**src/rtl/ed_window_sequencer.sv**
```systemverilog
// Frame-level window sequencer for the error_diffusion stage: buffers two rows,
// issues each pixel's 5-pixel neighbourhood serially, writes results back, streams halftone bits.
module ed_window_sequencer #(
  parameter int IMG_W = 8,
  parameter int IMG_H = 8,
  parameter int DW    = 8
) (
  input  logic          clk,
  input  logic          rst_n,
  input  logic          start_i,
  input  logic          in_valid,
  input  logic [DW-1:0] in_data,
  output logic          in_ready,
  output logic          ed_valid_o,
  output logic [DW-1:0] ed_data_o,
  input  logic          ed_done_i,
  input  logic [DW-1:0] ed_res0_i,
  input  logic [DW-1:0] ed_res1_i,
  input  logic [DW-1:0] ed_res2_i,
  input  logic [DW-1:0] ed_res3_i,
  input  logic [DW-1:0] ed_res4_i,
  output logic          out_valid,
  output logic          out_bit,
  output logic          frame_done
);

  localparam int XW = $clog2(IMG_W);
  localparam int YW = $clog2(IMG_H);
  localparam int LW = $clog2(2 * IMG_W + 1);

  localparam logic [2:0] S_IDLE  = 3'd0;
  localparam logic [2:0] S_LOAD  = 3'd1;
  localparam logic [2:0] S_ISSUE = 3'd2;
  localparam logic [2:0] S_WAIT  = 3'd3;
  localparam logic [2:0] S_WB    = 3'd4;
  localparam logic [2:0] S_DONE  = 3'd5;

  localparam logic [XW-1:0] X_LAST = XW'(IMG_W - 1);
  localparam logic [YW-1:0] Y_LAST = YW'(IMG_H - 1);

  logic [2:0]    state;
  logic [XW-1:0] x;
  logic [YW-1:0] y;
  logic [LW-1:0] ld;
  logic [2:0]    k;
  logic          armed;

  logic [DW-1:0] cur   [IMG_W];
  logic [DW-1:0] nxt   [IMG_W];
  logic [DW-1:0] nxt_w [IMG_W];
  logic [DW-1:0] res0_q, res1_q, res2_q, res3_q, res4_q;

  logic          x_first, x_last, y_last;
  logic [XW-1:0] xp, xm;
  logic [LW-1:0] ld_target;
  logic          xfer, to_cur;
  logic [XW-1:0] ld_idx;
  logic [DW-1:0] issue_data;

  assign x_first = (x == '0);
  assign x_last  = (x == X_LAST);
  assign y_last  = (y == Y_LAST);
  assign xp      = x + 1'b1;
  assign xm      = x - 1'b1;

  // First row loads cur and nxt; the last row has no row below to load.
  assign ld_target = (y == '0) ? LW'(2 * IMG_W) : (y_last ? '0 : LW'(IMG_W));
  assign in_ready  = (state == S_LOAD) && (ld != ld_target);
  assign xfer      = in_ready && in_valid;
  assign to_cur    = (y == '0) && (ld < LW'(IMG_W));
  assign ld_idx    = ((y == '0) && !to_cur) ? XW'(ld - LW'(IMG_W)) : ld[XW-1:0];

  always_comb begin
    issue_data = '0;
    case (k)
      3'd0: issue_data = cur[x];
      3'd1: if (!x_last) issue_data = cur[xp];
      3'd2: if (!x_last && !y_last) issue_data = nxt[xp];
      3'd3: if (!y_last) issue_data = nxt[x];
      3'd4: if (!x_first && !y_last) issue_data = nxt[xm];
      default: issue_data = '0;
    endcase
  end

  assign ed_valid_o = (state == S_ISSUE);
  assign ed_data_o  = ed_valid_o ? issue_data : '0;
  assign out_valid  = (state == S_WB);
  assign out_bit    = out_valid && (res0_q != '0);
  assign frame_done = (state == S_DONE);

  // Lower-row writeback is merged first so a row swap carries this cycle's writes.
  always_comb begin
    nxt_w = nxt;
    if (!y_last) begin
      if (!x_last)  nxt_w[xp] = res2_q;
      nxt_w[x] = res3_q;
      if (!x_first) nxt_w[xm] = res4_q;
    end
  end

  always_ff @(posedge clk) begin
    if (xfer) begin
      if (to_cur) cur[ld_idx] <= in_data;
      else        nxt[ld_idx] <= in_data;
    end
    if (state == S_WB) begin
      nxt <= nxt_w;
      if (x_last) cur <= nxt_w;
      else        cur[xp] <= res1_q;
    end
    if ((state == S_WAIT) && ed_done_i) begin
      res0_q <= ed_res0_i;
      res1_q <= ed_res1_i;
      res2_q <= ed_res2_i;
      res3_q <= ed_res3_i;
      res4_q <= ed_res4_i;
    end
  end

  // armed blocks a start pulse coinciding with the first edge after reset release.
  always_ff @(posedge clk) begin
    if (!rst_n) begin
      state <= S_IDLE;
      x     <= '0;
      y     <= '0;
      ld    <= '0;
      k     <= '0;
      armed <= 1'b0;
    end else begin
      armed <= 1'b1;
      case (state)
        S_IDLE: begin
          if (start_i && armed) begin
            state <= S_LOAD;
            y     <= '0;
            ld    <= '0;
          end
        end
        S_LOAD: begin
          if (ld == ld_target) begin
            state <= S_ISSUE;
            x     <= '0;
            k     <= '0;
            ld    <= '0;
          end else if (xfer) begin
            ld <= ld + 1'b1;
          end
        end
        S_ISSUE: begin
          if (k == 3'd4) begin
            state <= S_WAIT;
            k     <= '0;
          end else begin
            k <= k + 1'b1;
          end
        end
        S_WAIT: begin
          if (ed_done_i) state <= S_WB;
        end
        S_WB: begin
          if (!x_last) begin
            x     <= x + 1'b1;
            state <= S_ISSUE;
          end else if (!y_last) begin
            y     <= y + 1'b1;
            ld    <= '0;
            state <= S_LOAD;
          end else begin
            state <= S_DONE;
          end
        end
        S_DONE:  state <= S_IDLE;
        default: state <= S_IDLE;
      endcase
    end
  end

endmodule

```
**config.mk**
```make
export PLATFORM = sky130hd
export DESIGN_NAME = ed_window_sequencer
export DESIGN_NICKNAME = d
export VERILOG_FILES = /design/src/rtl/ed_window_sequencer.sv
export SDC_FILE = /design/constraint.sdc
export NUM_CORES = 1
export LEC_CHECK = 0
export BUFFER_PORTS_ARGS = -buffer_cell sky130_fd_sc_hd__buf_2
export CAP_MARGIN = 20
export CORE_ASPECT_RATIO = 0.5
export CORE_UTILIZATION = 35
export DETAILED_ROUTE_END_ITERATION = 10
export PLACE_DENSITY = 0.6
export SETUP_SLACK_MARGIN = 0.15
export SLEW_MARGIN = 30
export SYNTH_ARGS = -nofsm -noshare
export SYNTH_HDL_FRONTEND = slang
export SYNTH_SLANG_ARGS = --single-unit
```
**constraint.sdc**
```tcl
create_clock -name clk -period 4.5 [get_ports clk]
set_input_delay 0.45 -clock clk [delete_from_list [all_inputs] [get_ports clk]]
set_output_delay 0.45 -clock clk [all_outputs]
set_load 0.1 [all_outputs]
```
==> Word-level counts from Yosys, hierarchy flattened <==
Cells that the tools add are included.
{ "word_totals": {"input_bits": 53, "output_inout_bits": 13, "reg_bits": 186} }
{ "op_classes": {"reduce_logical": 33, "magnitude_cmp": 9, "bitwise_logic": 4, "n_eq_ne": 22, "add_sub_neg": 6, "muxes": 72} }
{ "op_table": {"columns": ["operator", "n"], "rows": [
  ["$mux 64", 11],
  ["$bwmux 64", 6],
  ["$mux 8", 19],
  ["$bmux 8 s3", 5],
  ["$demux 8 s3", 4],
  ["$pmux 8 s5", 1],
  ["$mux 3", 13],
  ["$mux 5", 6],
  ["$pmux 3 s2", 3],
  ["$ge 4x4->1 const B", 4],
  ["$lt 4x1->1 const B", 4],
  ["$not 3->4", 4],
  ["$eq 3x3->1 const B", 5],
  ["$pmux 3 s5", 1],
  ["$pmux 5 s3", 1],
  ["$logic_and 1x1->1", 13],
  ["$eq 3x2->1 const B", 4],
  ["$logic_not 3->1", 4],
  ["$ne 2x2->1 const B", 5],
  ["$add 3x1->3 const B", 3],
  ["$reduce_and 4->1", 2],
  ["$reduce_bool 2->1", 4],
  ["$reduce_bool 8->1", 1],
  ["$eq 3x1->1 const B", 2],
  ["other kinds (14)", 21]
]} }

==> Longest topological paths before layout <==
Gate-level depths: netlist of the first run.
{ "logic_depth": {"word_depth": 16, "ltp_mapped": 13} }

==> Worst setup path after synthesis of the first run <==
OpenSTA, ideal clock, no wires.
{ "synth_path": {"path_type": "register to output", "from": "reg state[0]", "to": "out ed_data_o[6]", "path_buffers": 1, "t_arrival_ps": 5876, "stages_incl_launch_ff": 5, "path_slack_ps": -1826, "required_time_ps": 4050, "path_cell_list": "dfxtp_1 clkbuf_1 nor3b_1 o31ai_1 o21ai_0"} }
{ "synth_between": {"elab_chain_len": 2} }
{ "synth_lines": {"columns": ["element", "line_no", "rtl"], "rows": [
  ["from (decl)", "41", "logic [2:0] state;"],
  ["from (signal assigned)", "123", "state <= S_IDLE;"],
  ["from (signal assigned)", "134", "state <= S_LOAD;"],
  ["from (signal assigned)", "141", "state <= S_ISSUE;"],
  ["$eq 3x2->1", "85", "assign ed_valid_o = (state == S_ISSUE);"],
  ["named net ed_valid_o", "14", "output logic ed_valid_o,"],
  ["$mux 8", "86", "assign ed_data_o = ed_valid_o ? issue_data : '0;"],
  ["to (decl)", "15", "output logic [DW-1:0] ed_data_o,"]
]} }
The timed path passes the listed nets, and every way through them passes these cells.

==> Final worst setup path of the first run <==
{ "layout_path": {"from": "reg x[1]", "to": "out ed_data_o[3]"} }
{ "layout_between": {"elab_chain_len": 8, "word_cells_on_any_way": 32, "cone_classes": "add/sub: 2; eq/ne: 1; mux: 21; bitwise: 3; reduce/logical: 5"} }
{ "layout_lines": {"columns": ["element", "line_no", "rtl"], "rows": [
  ["from (decl)", "42", "logic [XW-1:0] x;"],
  ["from (signal assigned)", "162", "x <= x + 1'b1;"],
  ["$sub 3x1->3 / $add 3x1->3 (equally long branches)", "64, 63", null],
  ["$not 3->4 (on tied branches)", "80, 77, 78", null],
  ["$bmux 8 s3 (on tied branches)", "80, 77, 78", null],
  ["$mux 8 (on tied branches) (3 in series)", "80, 77, 78", null],
  ["$pmux 8 s5 *", "75", "case (k)"],
  ["$mux 8 *", "86", null]
]} }
Every way passes the cells marked *; elsewhere a longest branch is shown, timed or not. The select of a mux whose other input is x is not followed.

==> metrics.md, run 1 <==
| Metric | Value |
|---|---|
| Status | complete, no violations |
| Worst EP required | between 4000 and 5000 ps |
| Post-route minimum period | around 4200 ps |
| CTS tree | built |
| Core Rows | 50 |
| # Max-Cap Violations | 0 |
| First DRT Iteration DRCs | 1996 |
| Routed Antenna Nets | 0 |
| Setup Fix Bufs, Post-CTS | 0 |
| Global-route total usage across every layer | 31.6% |
| Gpl congestion | about 1.1 |
| Share of cells above drive strength 1 | 16.8% |
| Setup TNS Final | 0 ps |
| Syn_nets | 1542 |
| CTS-repair resized insts | 0 |
| Post-Syn Area | roughly 14000 um2 |
| Top FF cell, synth | edfxtp_1 |
| Critical Path AT | ~3700 ps |
| Worst r2r path cells | 8 |
| Buffers on Ports | 65 |
| Count of final max-slew check failures | 0 |
| Worst Max-Slew Pin Slew | 1060 ps |
| Number of synthesized flops with an enable pin | 104 |
| M1 WL | between 20000 and 30000 um |
| Critical path destination | ed_data_o[3] |
| I/O pin count | 66 |
| Initial antenna violation count | 0 |
| Post-synth cell types | 80 |
| Synth-to-layout area growth | 9.93% |
| Flop-to-flop setup slack | 860 ps |
| Max layer used | met4 |
| Sequential fraction of the synthesis area | 34.6% |
| Startpoint types | flop |
| Reg2reg end | nxt[27] |
| DP Cell Count | roughly 1900 |
| Routed vias | roughly 13000 |
| Clock root buffer master | clkbuf_16 |
| Syn avg cell area | around 9.3 um2 |
| Non-filler cells, final | approximately 2000 |
| Leakage | between 5 and 6 nW |
| PwrDens | between 200 and 250 nW/um2 |
| Grt total ovfl | 0 |
| Synth warn | 0 |
| Rel. slew slack | ~29% |
| Met2 WL | roughly 25000 um |
| Critical Path Source | x[1] |
| Ys async rst share | 0% |
| Worst-case clock buffer depth | 2 |
| Core area | roughly 38000 um2 |
| Largest net degree at the start of global routing | 86 |
| FF+latch area | about 4800 um2 |
| Post-DP HPWL | roughly 46000 um |
| ANT cells | 0 |
| Fin. Hold Viols | 0 |
| Die Span Y | between 100 and 150 um |
| Fmax | about 240 MHz |
| Cells after Synth | around 1500 |
| Setup crit end kind | output pin |
| Wire length on met3 | around 10000 um |
| Vias per inst | just under 7 |
| Clock skew | 17.2 ps |
| HP Class | in -> reg |
| Die Wd | about 280 um |
| Clock transition at path regs | approximately 80 ps |
| Most frequent cells in the layout | mux2i_1, nor2_1, nand2_1, a221oi_1, edfxtp_1 |
| Unrepaired setup endpoints after global routing | no |
| Drt wl/cell | 32.3 um |
| Commonest non-fill, non-tap cell in the layout | mux2i_1 |
| Die area | 40200 um2 |
| Multi-input gate area | 8270 um2 |
| Vias in the first global route | 11900 |
| DRC | 0 |
| Reg2reg start | x[1] |
| Pre-CTS setup slack | 798 ps |
| CTS HTree Levels | 4 |
| #FFs+latches synth | ~190 |
| CTS buffer count | 17 |
| Worst skew pair latency | 470 ps |
| Critical path type | reg -> out |
| Setup violators final | 0 |
| Final wirelength | approximately 64000 um |
| Max VDD drop | ~0.26 mV |
| Global-route wire length before repair | between 80000 and 90000 um |
| Initial Utilization | between 30% and 40% |
| Setup ws final | approximately 340 ps |
| Nets | around 1500 |
| Final worst path period share | 92.4% |
| Clk sink count | approximately 190 |
| Post-CTS Hold Buffers | 0 |
| # fillers | about 3800 |
| Crit-path max FO | 23 |
| Number of iterations in the first detailed-routing pass | 8 |
-- layer usage --
metal	vias up	track usage, %
li1	5715	-
met1	6548	43.4
met2	1009	42.9
met3	154	12.8
met4	0	13.6
met5	-	0
-- worst min-delay path by stage --
stage	endpoint	depth (start not counted)	slack, ps	start
2_1_floorplan	y[1]	2	450	y[1]
3_3_place_gp	y[1]	2	460	y[1]
3_5_place_dp	y[1]	2	470	y[1]
4_1_cts	res0_q[6]	1	130	ed_res0_i[6]
5_1_grt	res0_q[6]	1	130	ed_res0_i[6]
6_report	res0_q[6]	1	150	ed_res0_i[6]
-- report_power, final --
| group | internal (mW) | total [mW] | leakage, nW | switching [mW] |
|---|---|---|---|---|
| logic | 0.133 | 0.289 | 3.72 | 0.156 |
| registers | 1.82 | 1.90 | 1.51 | 0.0723 |
| clock network | 0.732 | 1.53 | 0.273 | 0.797 |
-- Yosys cell counts, types with 4 or more instances --
| master | instances | area (um2) |
|---|---|---|
| and3_1 | 6 | 37.5 |
| nand3b_1 | 7 | 52.6 |
| a21o_1 | 8 | 60.1 |
| nor2b_1 | 22 | 138 |
| edfxtp_1 | 104 | 3120 |
| nand3_1 | 26 | 130 |
| and2_1 | 6 | 37.5 |
| clkbuf_1 | 75 | 282 |
| a21oi_4 | 4 | 65.1 |
| a22oi_1 | 19 | 143 |
| buf_1 | 21 | 78.8 |
| buf_4 | 19 | 143 |
| o22a_1 | 4 | 35.0 |
| a311oi_1 | 5 | 43.8 |
| mux4_2 | 34 | 766 |
| a22o_1 | 5 | 43.8 |
| a211o_1 | 11 | 96.3 |
| o21ai_1 | 4 | 20.0 |
| clkbuf_2 | 5 | 25.0 |
| ha_1 | 14 | 175 |
| inv_1 | 24 | 90.1 |
| nand2_1 | 133 | 499 |
| a32oi_1 | 8 | 70.1 |
| a211oi_1 | 6 | 45.0 |
| nor2_1 | 143 | 537 |
| a2111oi_0 | 55 | 482 |
| mux2i_1 | 156 | 1560 |
| nor3_1 | 14 | 70.1 |
| nor3b_1 | 10 | 75.1 |
| a221oi_1 | 116 | 1020 |
| buf_6 | 4 | 45.0 |
| o22ai_1 | 4 | 25.0 |
| or3_1 | 4 | 25.0 |
| a31oi_1 | 21 | 131 |
| o21ai_0 | 84 | 420 |
| o211ai_1 | 13 | 97.6 |
| buf_2 | 37 | 185 |
| or3b_1 | 4 | 35.0 |
| o221ai_1 | 9 | 78.8 |
| mux2_2 | 15 | 169 |
| a41oi_1 | 6 | 52.6 |
| nand2b_1 | 17 | 106 |
| dfxtp_1 | 82 | 1640 |
| a21oi_1 | 56 | 280 |
-- layout make-up --
class                   instances  area share (%)
inverters                      25           0.620
clock inverters                14           0.860
clock buffers                  18            2.84
repair buffers                115            5.18
well taps                     520            4.30
flip-flops and latches        186            31.5
multi-input cells            1103            54.7
-- sequential cells by signal (all words and copies together) (netlist names) --
| register | flops |
|---|---|
| res3_q | 8 |
| res0_q | 8 |
| x | 3 |
| res2_q | 8 |
| ld | 5 |
| armed | 1 |
| y | 3 |
| k | 3 |
| res4_q | 8 |
| nxt | 64 |
| cur | 64 |
| res1_q | 8 |
| state | 3 |
-- critical path, stage by stage, from the launching register on --
cell and delay, ps:
dfxtp_2 430, ha_1 230, ha_2 810, buf_4 280, mux4_2 510, nor3b_1 170
a211oi_1 390, a31oi_2 200, buf_12 210
-- per-stage QoR --
step	power, mW	util (%)	cell area (um2)	hold slack [ps]
detailed placement	2.20	38.3	14600	472
CTS	3.70	39.7	15100	133
global placement	2.21	38.2	14500	463
global route	3.80	39.8	15100	134
floorplan	2.07	-	13800	449
finish	3.71	39.8	15100	149
-- kinds of logic after synthesis --
group,Yosys count,synth area share [%]
adder cells (fa/ha/maj),14,1.27
AO/OA/AOI/OAI,457,24.6
buffers and inverters,186,6.19
flip-flops,186,34.6
multiplexers,205,18.1
XOR/XNOR,4,0.255
AND/OR/NAND/NOR,423,14.9
Note: power is estimated with default switching activity, not from simulation.
==> inputs of run 2 (changes only) <==
--- a/config.mk
+++ b/config.mk
@@ -5,7 +5,7 @@
 export SDC_FILE = /design/constraint.sdc
 export NUM_CORES = 1
 export LEC_CHECK = 0
-export BUFFER_PORTS_ARGS = -buffer_cell sky130_fd_sc_hd__buf_2
+export BUFFER_PORTS_ARGS = -buffer_cell sky130_fd_sc_hd__clkbuf_2
 export CAP_MARGIN = 20
 export CORE_ASPECT_RATIO = 0.5
 export CORE_UTILIZATION = 35
==> run 2 against run 1 <==
Against the previous run: design area is 0.63% higher; largest cell class unchanged; combinational power hardly changed; non-clock buffer count is 8 lower; register-to-register slack better by 30 ps; via count is 0.31% lower.
==> metrics.md, run 2 (synthesis results as in run 1) <==
| Metric | Value |
|---|---|
| Status | complete, no violations |
| Hold Path End | res0_q[6] |
| Setup Fix Bufs, Post-CTS | 0 |
| Reg2reg end | nxt[0] |
| Worst skew pair latency | about 480 ps |
| First DRT Iteration DRCs | 2279 |
| Critical hold path startpoint | ed_res0_i[6] |
| Critical Path Source | x[2] |
| Worst r2r path cells | 7 |
| Startpoint types | flop |
| Nets | 1507 |
| Flop-to-flop setup slack | around 890 ps |
| Leakage | 5.52 nW |
| Commonest non-fill, non-tap cell in the layout | mux2i_1 |
| Global-route total usage across every layer | around 32% |
| Worst EP required | approximately 4100 ps |
| Worst-case clock buffer depth | 2 |
| # fillers | roughly 3800 |
| CTS tree | built |
| Routed Antenna Nets | 0 |
| Max VDD drop | between 0.2 and 0.25 mV |
| Post-route minimum period | just over 4000 ps |
| Core Rows | 50 |
| Buffers on Ports | 65 |
| Setup crit end kind | output pin |
| Placed Area | approximately 15000 um2 |
| Fmax | roughly 240 MHz |
| Clock skew | 13.9 ps |
| Final wirelength | 64000 um |
| CTS-repair resized insts | 0 |
| Final Power | between 3 and 4 mW |
| Synth-to-layout area growth | 10.6% |
| Reg2reg start | x[2] |
| Die Span Y | between 100 and 150 um |
| Crit-path max FO | 20 |
| Largest net degree at the start of global routing | between 70 and 80 |
| Unrepaired setup endpoints after global routing | no |
| Initial Utilization | about 36% |
| Most frequent cells in the layout | mux2i_1, nor2_1, nand2_1, a221oi_1, edfxtp_1 |
| Cell area after layout | 15200 um2 |
| CTS HTree Levels | 4 |
| Rel. slew slack | between 20 and 30% |
| DRC | 0 |
| Initial antenna violation count | 0 |
| Vias per inst | about 6.8 |
| Clock transition at path regs | 90 ps |
| Critical Path AT | ~3700 ps |
| HP Class | in -> reg |
| Number of iterations in the first detailed-routing pass | 7 |
| I/O pin count | between 60 and 70 |
| Hold WS | around 140 ps |
| Grt total ovfl | 0 |
| Setup violators final | 0 |
| Core area | ~38000 um2 |
| Post-DP HPWL | 46900 um |
| ANT cells | 0 |
| Non-filler cells, final | a little under 2000 |
| Share of cells above drive strength 1 | 16.8% |
| Clk sink count | about 190 |
| Gpl congestion | ~1.0 |
| Fin. Hold Viols | 0 |
| Count of final max-slew check failures | 0 |
| Drt wl/cell | roughly 32 um |
| CTS buffer count | 17 |
| Post-CTS Hold Buffers | 0 |
| DP Cell Count | between 1500 and 2000 |
| Global-route wire length before repair | ~90000 um |
| Final worst path period share | between 90% and 100% |
| # Max-Cap Violations | 0 |
| Setup TNS Final | 0 ps |
| Top flop regs | cur x64, nxt x64 |
| Vias in the first global route | ~12000 |
| Worst Max-Slew Pin Slew | around 1100 ps |
| Die Wd | ~280 um |
| Clock root buffer master | clkbuf_16 |
| Hold path depth | 1 |
| Die area | 40200 um2 |
| Routed vias | ~13000 |
| Critical path type | reg -> out |
| PwrDens | 253 nW/um2 |
[run 2: cell count changes in the layout (fill, tap and decap cells not counted), moves of 3 or more]
cell / change
buf_4: -6
buf_12: +3
buf_2: -62
clkinv_8: +4
nor2b_1: -3
clkinv_4: -4
clkbuf_2: +57
nor2b_2: +3
[run 2: worst max-delay path by stage]
stage | endpoint | slack [ps]
final | ed_data_o[5] | 350
after global routing | ed_data_o[5] | 250
after CTS | ed_data_o[1] | 460
after detailed placement | nxt[0] | 970
after global placement | ed_data_o[6] | 930
after floorplan | ed_data_o[0] | 7
[run 2: critical path: stages, from the launching register on]
cell,delay (ps)
dfxtp_2,690
ha_2,690
inv_1,540
nand3_1,420
a41oi_1,120
a221oi_1,290
a31oi_2,240
buf_12,230
[run 2: report_power, final]
group	internal, mW	switching [mW]
logic	0.133	0.153
registers	1.82	0.0613
clock network	0.843	0.843
total	2.80	1.06
[run 2: through the flow]
step	setup slack, ps	utilization (%)
floorplan	6.69	-
global placement	927	38.2
detailed placement	972	38.3
CTS	459	40.0
global route	251	40.0
finish	352	40.0
[run 2: metal layers]
| layer | vias up | routed length (um) | track usage [%] |
|---|---|---|---|
| met5 | - | 0 | 0 |
| li1 | 5697 | - | - |
| met2 | 934 | 25200 | 43.8 |
| met3 | 150 | 9500 | 13.6 |
| met4 | 0 | 2880 | 14.2 |
| met1 | 6603 | 26400 | 43.7 |
[run 2: layout make-up]
type / instances / area, um2 / share of cell area, %
multi-input combinational: 1103 / 8290 / 54.5
clock buffer: 18 / 450 / 2.96
tap: 520 / 651 / 4.27
inverter: 25 / 93.8 / 0.616
timing repair buffer: 107 / 773 / 5.08
sequential: 186 / 4770 / 31.3
clock inverter: 14 / 193 / 1.27
